**config.mk**
```make
export PLATFORM = sky130hd
export DESIGN_NAME = fix_length_packetizer
export DESIGN_NICKNAME = d
export VERILOG_FILES = /design/src/rtl/fix_length_packetizer.sv
export SDC_FILE = /design/constraint.sdc
export NUM_CORES = 1
export LEC_CHECK = 0
export CAP_MARGIN = 20
export CORE_ASPECT_RATIO = 0.6
export CORE_MARGIN = 2
export CORE_UTILIZATION = 26
export CTS_CLUSTER_SIZE = 12
export DETAILED_ROUTE_END_ITERATION = 16
export GPL_TIMING_DRIVEN = 1
export PLACE_DENSITY = 0.41
export SLEW_MARGIN = 5
export SYNTH_ARGS = -nofsm -noshare
export SYNTH_HDL_FRONTEND = slang
export SYNTH_SLANG_ARGS = --single-unit
```
**constraint.sdc**
```tcl
create_clock -name clock_clk -period 5.9 [get_ports clock_clk]
set_input_delay 1.475 -clock clock_clk [delete_from_list [all_inputs] [get_ports clock_clk]]
set_output_delay 1.475 -clock clock_clk [all_outputs]
set_load 0.03 [all_outputs]
```
**src/rtl/fix_length_packetizer.sv**
```systemverilog
// Byte-to-word packetizer: packs an 8-bit Avalon-ST stream MSB-first into
// BYTES_PER_WORD-byte words and frames them into fixed-length packets with flush.
module fix_length_packetizer #(
    parameter int BYTES_PER_WORD = 4,
    parameter int LEN_W          = 13,
    parameter int DEFAULT_LEN    = 64
) (
    input  logic                                clock_clk,
    input  logic                                reset_reset,
    input  logic [LEN_W-1:0]                    pkt_len,
    input  logic                                flush_req,
    output logic                                flush_ack,
    input  logic [7:0]                          asi_in0_data,
    input  logic                                asi_in0_valid,
    output logic                                asi_in0_ready,
    output logic [8*BYTES_PER_WORD-1:0]         aso_out0_data,
    output logic                                aso_out0_valid,
    input  logic                                aso_out0_ready,
    output logic                                aso_out0_startofpacket,
    output logic                                aso_out0_endofpacket,
    output logic [$clog2(BYTES_PER_WORD)-1:0]   aso_out0_empty
);

    localparam int WORD_W = 8 * BYTES_PER_WORD;
    localparam int KW     = $clog2(BYTES_PER_WORD);
    localparam logic [KW-1:0]    K_LAST  = KW'(BYTES_PER_WORD - 1);
    localparam logic [LEN_W-1:0] DEF_LEN = LEN_W'(DEFAULT_LEN);

    logic [WORD_W-1:0] acc_q, acc_d, data_q, data_d;
    logic [KW-1:0]     k_q, k_d, empty_q, empty_d;
    logic [LEN_W-1:0]  wcnt_q, wcnt_d, len_q, len_d;
    logic              valid_q, valid_d, sop_q, sop_d, eop_q, eop_d;
    logic              ack_q, ack_d, open_q, open_d;

    logic              out_free, in_ready, accept, complete, flush_exec, load, closing;
    logic [KW-1:0]     k_eff;
    logic [WORD_W-1:0] acc_next;
    logic [LEN_W-1:0]  cur_len;

    always_comb begin
        // NOTE: every variable gets a default first so no path infers a latch.
        out_free   = !valid_q || aso_out0_ready;
        in_ready   = !reset_reset && ((k_q != K_LAST) || (out_free && !flush_req));
        accept     = asi_in0_valid && in_ready;
        complete   = accept && (k_q == K_LAST);
        flush_exec = flush_req && out_free;

        // A byte taken in the flush cycle lands in the flushed word, so fold it in first.
        acc_next = acc_q;
        if (accept) begin
            acc_next[WORD_W-1-8*int'(k_q) -: 8] = asi_in0_data;
        end
        k_eff = accept ? k_q + KW'(1) : k_q;

        cur_len = open_q ? len_q : ((pkt_len == '0) ? DEF_LEN : pkt_len);
        load    = complete || (flush_exec && ((k_eff != '0) || open_q));
        closing = flush_exec || (wcnt_q == cur_len - LEN_W'(1));

        acc_d   = acc_next;
        k_d     = k_eff;
        data_d  = data_q;
        sop_d   = sop_q;
        eop_d   = eop_q;
        empty_d = empty_q;
        valid_d = valid_q && !aso_out0_ready;
        ack_d   = flush_exec;
        wcnt_d  = wcnt_q;
        open_d  = open_q;
        len_d   = len_q;

        if (load) begin
            data_d  = acc_next;
            valid_d = 1'b1;
            sop_d   = !open_q;
            eop_d   = closing;
            len_d   = cur_len;
            if (!flush_exec) begin
                empty_d = '0;
            end else if (k_eff != '0) begin
                empty_d = KW'(BYTES_PER_WORD - int'(k_eff));
            end else begin
                empty_d = K_LAST;
            end
            if (closing) begin
                wcnt_d = '0;
                open_d = 1'b0;
            end else begin
                wcnt_d = wcnt_q + LEN_W'(1);
                open_d = 1'b1;
            end
        end

        if (complete || flush_exec) begin
            acc_d = '0;
            k_d   = '0;
        end
    end

    // NOTE: sequential state uses non-blocking assignments only.
    always_ff @(posedge clock_clk or posedge reset_reset) begin
        if (reset_reset) begin
            acc_q   <= '0;
            k_q     <= '0;
            data_q  <= '0;
            sop_q   <= 1'b0;
            eop_q   <= 1'b0;
            empty_q <= '0;
            valid_q <= 1'b0;
            ack_q   <= 1'b0;
            wcnt_q  <= '0;
            open_q  <= 1'b0;
            len_q   <= '0;
        end else begin
            acc_q   <= acc_d;
            k_q     <= k_d;
            data_q  <= data_d;
            sop_q   <= sop_d;
            eop_q   <= eop_d;
            empty_q <= empty_d;
            valid_q <= valid_d;
            ack_q   <= ack_d;
            wcnt_q  <= wcnt_d;
            open_q  <= open_d;
            len_q   <= len_d;
        end
    end

    assign asi_in0_ready          = in_ready;
    assign flush_ack              = ack_q;
    assign aso_out0_data          = data_q;
    assign aso_out0_valid         = valid_q;
    assign aso_out0_startofpacket = sop_q;
    assign aso_out0_endofpacket   = eop_q;
    assign aso_out0_empty         = empty_q;

endmodule

```
Word-level counts from Yosys, hierarchy flattened. Cells that the tools add are included.

Shifts and indexed selects: 2. Eq/ne operators: 3. Add/subtract/negate cells: 6. Reduce and logical (&&, ||, !) cells: 20. Muxes and demuxes: 12.

Operators with widths (number): $mux W32 (2); $mux W13 (3); $shift A8 B33 Y39 const A (1); $shiftx A8 B33 Y39 (1); $neg A6 Y33 (1); $bwmux W32 (1); $add A13 B1 Y13 const B (1); $eq A13 B13 Y1 (1); $logic_not A13 Y1 (1); $sub A13 B1 Y13 const B (1); $mux W2 (4); $logic_and A1 B1 Y1 (7); $logic_or A1 B1 Y1 (6); $sub A5 B5 Y6 const A (1); $logic_not A1 Y1 (5); $add A2 B1 Y2 const B (1); $eq A2 B2 Y1 const B (1); $mux W1 (2); $ne A2 B2 Y1 const B (1); $reduce_bool A2 Y1 (1); $sub A1 B2 Y2 const A (1).

Register bits: 99. Output and inout port bits: 39.

Longest topological paths before layout.
Word-level depth: 12. Depth in mapped cells: 12. Gate-level depth less buffers: 10.

Least setup slack after synthesis. OpenSTA, ideal clock, no wires.

Path kind: input port to output port. Start point: input reset_reset. End point: output asi_in0_ready. Slack: 0.378 ns. Cell stages on the path: 2. Required time: 4.425 ns. Path buffers: 0. Data arrival time: 4.047 ns. Cells stage by stage: inv_1 > and2_1.

Word-level cells in the longest chain between the ends: 2.

Ends and longest elaborated chain: start, declared (line 9) `input logic reset_reset,`; $logic_not A1 Y1 (no source line); $logic_and A1 B1 Y1 (line 43) `in_ready = !reset_reset && ((k_q != K_LAST) || (out_free && !flush_req));`; end, declared (line 15) `output logic asi_in0_ready,`.

Every way passes these cells.

Final worst setup path.
Start point: input aso_out0_ready. End point: output asi_in0_ready.

Word-level cells in the longest chain between the ends: 4.

Ends and longest elaborated chain: start, declared (line 18) `input logic aso_out0_ready,`; $logic_or A1 B1 Y1 (line 42) `out_free = !valid_q || aso_out0_ready;`; $logic_and A1 B1 Y1 (line 43); $logic_or A1 B1 Y1 (line 43); $logic_and A1 B1 Y1 (line 43).

Every way passes these cells.

==> run_results.csv <==
group,metric,value,unit
cts,numCtsBuffers,9,
sta,relSlewSlack,33.3,%
worst_setup_path,crit_slowest_cell,"clkdlybuf4s50_1",
worst_setup_path,crit_buf_inv,2,
cts,clk_pin_slew_worst_paths,70,ps
synth,netlist_area,4900,µm²
floorplanning,core,18300,µm²
cts,postCtsSetupBuffers,0,
synth,synth_edf_count,0,
layout,area_delta_synth_final,23.4,%
floorplanning,num_io_pins,65,
cts,cts_root_buffer,"clkbuf_16",
routing,via_count,3814,
worst_setup_path,setup.worst_path.start_class,"input port",
routing,wl,13400,µm
floorplanning,rows,38,
cts,clockBufferDepth,2,
sta,slew_viol_final,0,
layout,layout_common_cells,"dfrtp_1 (99), nand2_1 (87), nor2_1 (80)",
routing,wl_per_cell,16.2,µm
synth,synth.avg_cell_area,9.27,µm²
placed_design,dpl.hpwl,9430,µm
cts,cts_tree,"yes",
worst_setup_path,critPathMaxFanout,4,
sta,fmax,204,MHz
layout,final_common_cell,"dfrtp_1",
worst_setup_path,path_class,"input port to output port",
floorplanning,die_x,181,µm
worst_setup_path,setup.worst_path.start,"aso_out0_ready",
global_routing,grt_pass1_vias,3663,
sta,finalSetupViolCount,0,
placed_design,dpl-instance-area,5770,µm²
synth,ys_seq_elements,99,
run,drv_cap,0,
power_and_ir_drop,p_leak,2.52,nW
sta,rsz0062_at_grt,"false",
synth,synth_warnings,0,
layout,final_util,33.2,%
layout,nNetsFinal,615,
routing,drtAntennaViolNets,0,
worst_setup_path,cpLargestDelayFamily,"buffers and inverters",
synth,synth-async-reset-ratio,100,%
sta,hold_violations,0,
worst_setup_path,cp.arrival,3420,ps
layout,regArea,2480,µm²
worst_setup_path,critPathCaptureType,"output port",
worst_setup_path,path_common_cell,"clkdlybuf4s50_1",
hold_path,hold_class,"register to register",
worst_setup_path,path_cells,"clkdlybuf4s50_1 -> nor2b_1 -> o21ai_0 -> and2_1 -> clkdlybuf4s50_1",
sta,worst_slew_pin_slew,996,ps
global_routing,antenna_found_initial,0,
cts,cts-htree-levels,3,
cts,ctsHoldBuffers,0,
hold_path,min_from,"aso_out0_data[1]",
outcome,status,"complete, no violations",
floorplanning,die_h,110,µm
worst_setup_path,r2r-start,"open_q",
synth,synth_cell_types,58,
sta,period_needed,4890,ps
global_routing,grt_pass1_wl,21300,µm
power_and_ir_drop,peakVddDrop,0.171,mV
global_routing,grt_max_degree,87,
cts,cts.sinks,99,
layout,antenna_cells,0,
layout,drive_above_1_share,7.99,%
routing,vias_per_cell,4.61,
routing,drt_iter0_drc,174,
layout,multiInputGateArea,2300,µm²
routing,firstDrtPassIters,4,
placed_design,place_ws,974,ps
sta,fin_crit_sh,82.9,%
floorplanning,initial_core_util,26.9,%
layout,fillCellCount,1887,
sta,clock_skew,6.70,ps
placed_design,routabilityCongestion,0.835,
power_and_ir_drop,power_density,388,nW/µm²
cts,cts-resized-gates,0,
cts,clk_latency,350,ps
worst_setup_path,max_stage_delay,680,ps
global_routing,overflow,0,
layout,design_area,6050,µm²
synth,ys.flop_type,"dfrtp_1",
global_routing,grt_usage,14.1,%
synth,synth_nets,561,
worst_setup_path,critPathRequiredTime,4430,ps
synth,syn_inst,529,
sta,tns,0,ps
routing,drcViolationCount,0,
sta,setup_slack,1010,ps
floorplanning,die-area,20000,µm²
placed_design,io_buffers,64,
synth,yosysSeqAreaShare,50.5,%
==> Yosys cell counts (4+ instances only) <==
| cell type | number | share of area, % |
|---|---|---|
| nor2b_1 | 10 | 1.3 |
| nand4_1 | 5 | 0.64 |
| mux2_2 | 11 | 2.5 |
| clkbuf_1 | 16 | 1.2 |
| ha_1 | 6 | 1.5 |
| nand2_1 | 88 | 6.7 |
| inv_1 | 7 | 0.54 |
| nor3_1 | 8 | 0.82 |
| a21oi_1 | 37 | 3.8 |
| and3_1 | 8 | 1.0 |
| dfrtp_1 | 99 | 51 |
| nand2b_1 | 4 | 0.51 |
| mux2i_1 | 12 | 2.4 |
| xor2_1 | 8 | 1.4 |
| o21ai_0 | 44 | 4.5 |
| buf_1 | 5 | 0.38 |
| xnor2_1 | 19 | 3.4 |
| nor2_1 | 81 | 6.2 |
| nand3_1 | 5 | 0.51 |
==> tightest hold or removal path, cell delays in order (launching register included) <==
cell and delay (ps):
dfrtp_1 340, nand2_1 50, o21ai_0 60
==> kinds of logic (layout without fill, tap and decap cells) <==
| group | after synthesis | in the layout | share of synthesized area [%] |
|---|---|---|---|
| buffers and inverters | 32 | 91 | 2.73 |
| AOI/OAI and AO/OA | 107 | 107 | 12.8 |
| xor gates and xnor gates | 27 | 27 | 4.82 |
| DFF | 99 | 99 | 50.5 |
| muxes | 24 | 24 | 5.26 |
| and+or+nand+nor | 234 | 234 | 22.3 |
| adders and majority gates | 6 | 6 | 1.53 |
==> cell type report <==
| class | instances | share of cell area (%) |
|---|---|---|
| Clock buffer | 11 | 4.01 |
| Clock inverter | 5 | 0.599 |
| Inverter | 7 | 0.475 |
| Tap cell | 240 | 4.96 |
| Multi-Input combinational cell | 398 | 37.9 |
| Sequential cell | 99 | 40.9 |
| Timing Repair Buffer | 68 | 11.1 |
==> power by group <==
part	internal (W)	switching, W	total (W)
clock	0.000299	0.000276	0.000575
combinational	0.000348	0.000528	0.000876
sequential	0.000789	0.000106	0.000895
total	0.00144	0.000910	0.00235
==> path summary, 6_finish.rpt <==
| kind | endpoint | slack [ps] | cells after the start |
|---|---|---|---|
| max | asi_in0_ready | 1010 | 5 |
| max in group asynchronous | len_q[7] | 3160 | 3 |
| min in group asynchronous | aso_out0_data[19] | 1530 | 2 |
| min reg2reg | aso_out0_data[1] | 480 | 2 |
| min | aso_out0_data[1] | 480 | 2 |
| max reg2reg | wcnt_q[11] | 2250 | 9 |
==> sequential cells by signal, indices dropped and copies added (netlist names) <==
signal	count
acc_q	32
aso_out0_data	32
wcnt_q	13
open_q	1
k_q	2
aso_out0_empty	2
aso_out0_startofpacket	1
flush_ack	1
aso_out0_endofpacket	1
aso_out0_valid	1
len_q	13
==> per-layer routing <==
| layer | share of wire, % | up-vias | track usage, % | routed length (µm) |
|---|---|---|---|---|
| met1 | 57 | 1822 | 22.6 | 7690 |
| met3 | 3.7 | 12 | 2.99 | 490 |
| met5 | 0 | - | 0 | 0 |
| li1 | - | 1913 | - | - |
| met4 | 1.2 | 0 | 3.95 | 155 |
| met2 | 38 | 67 | 18.4 | 5050 |
==> stage by stage <==
| stage | cells | hold WS [ps] | power (W) |
|---|---|---|---|
| after global routing | 828 | 508 | 0.00251 |
| final | 828 | 480 | 0.00235 |
| after floorplan | 529 | 450 | 0.00152 |
| after CTS | 828 | 487 | 0.00238 |
| after detailed placement | 812 | 472 | 0.00179 |
| after global placement | 812 | 463 | 0.00178 |
(Power assumes the default switching activity.)
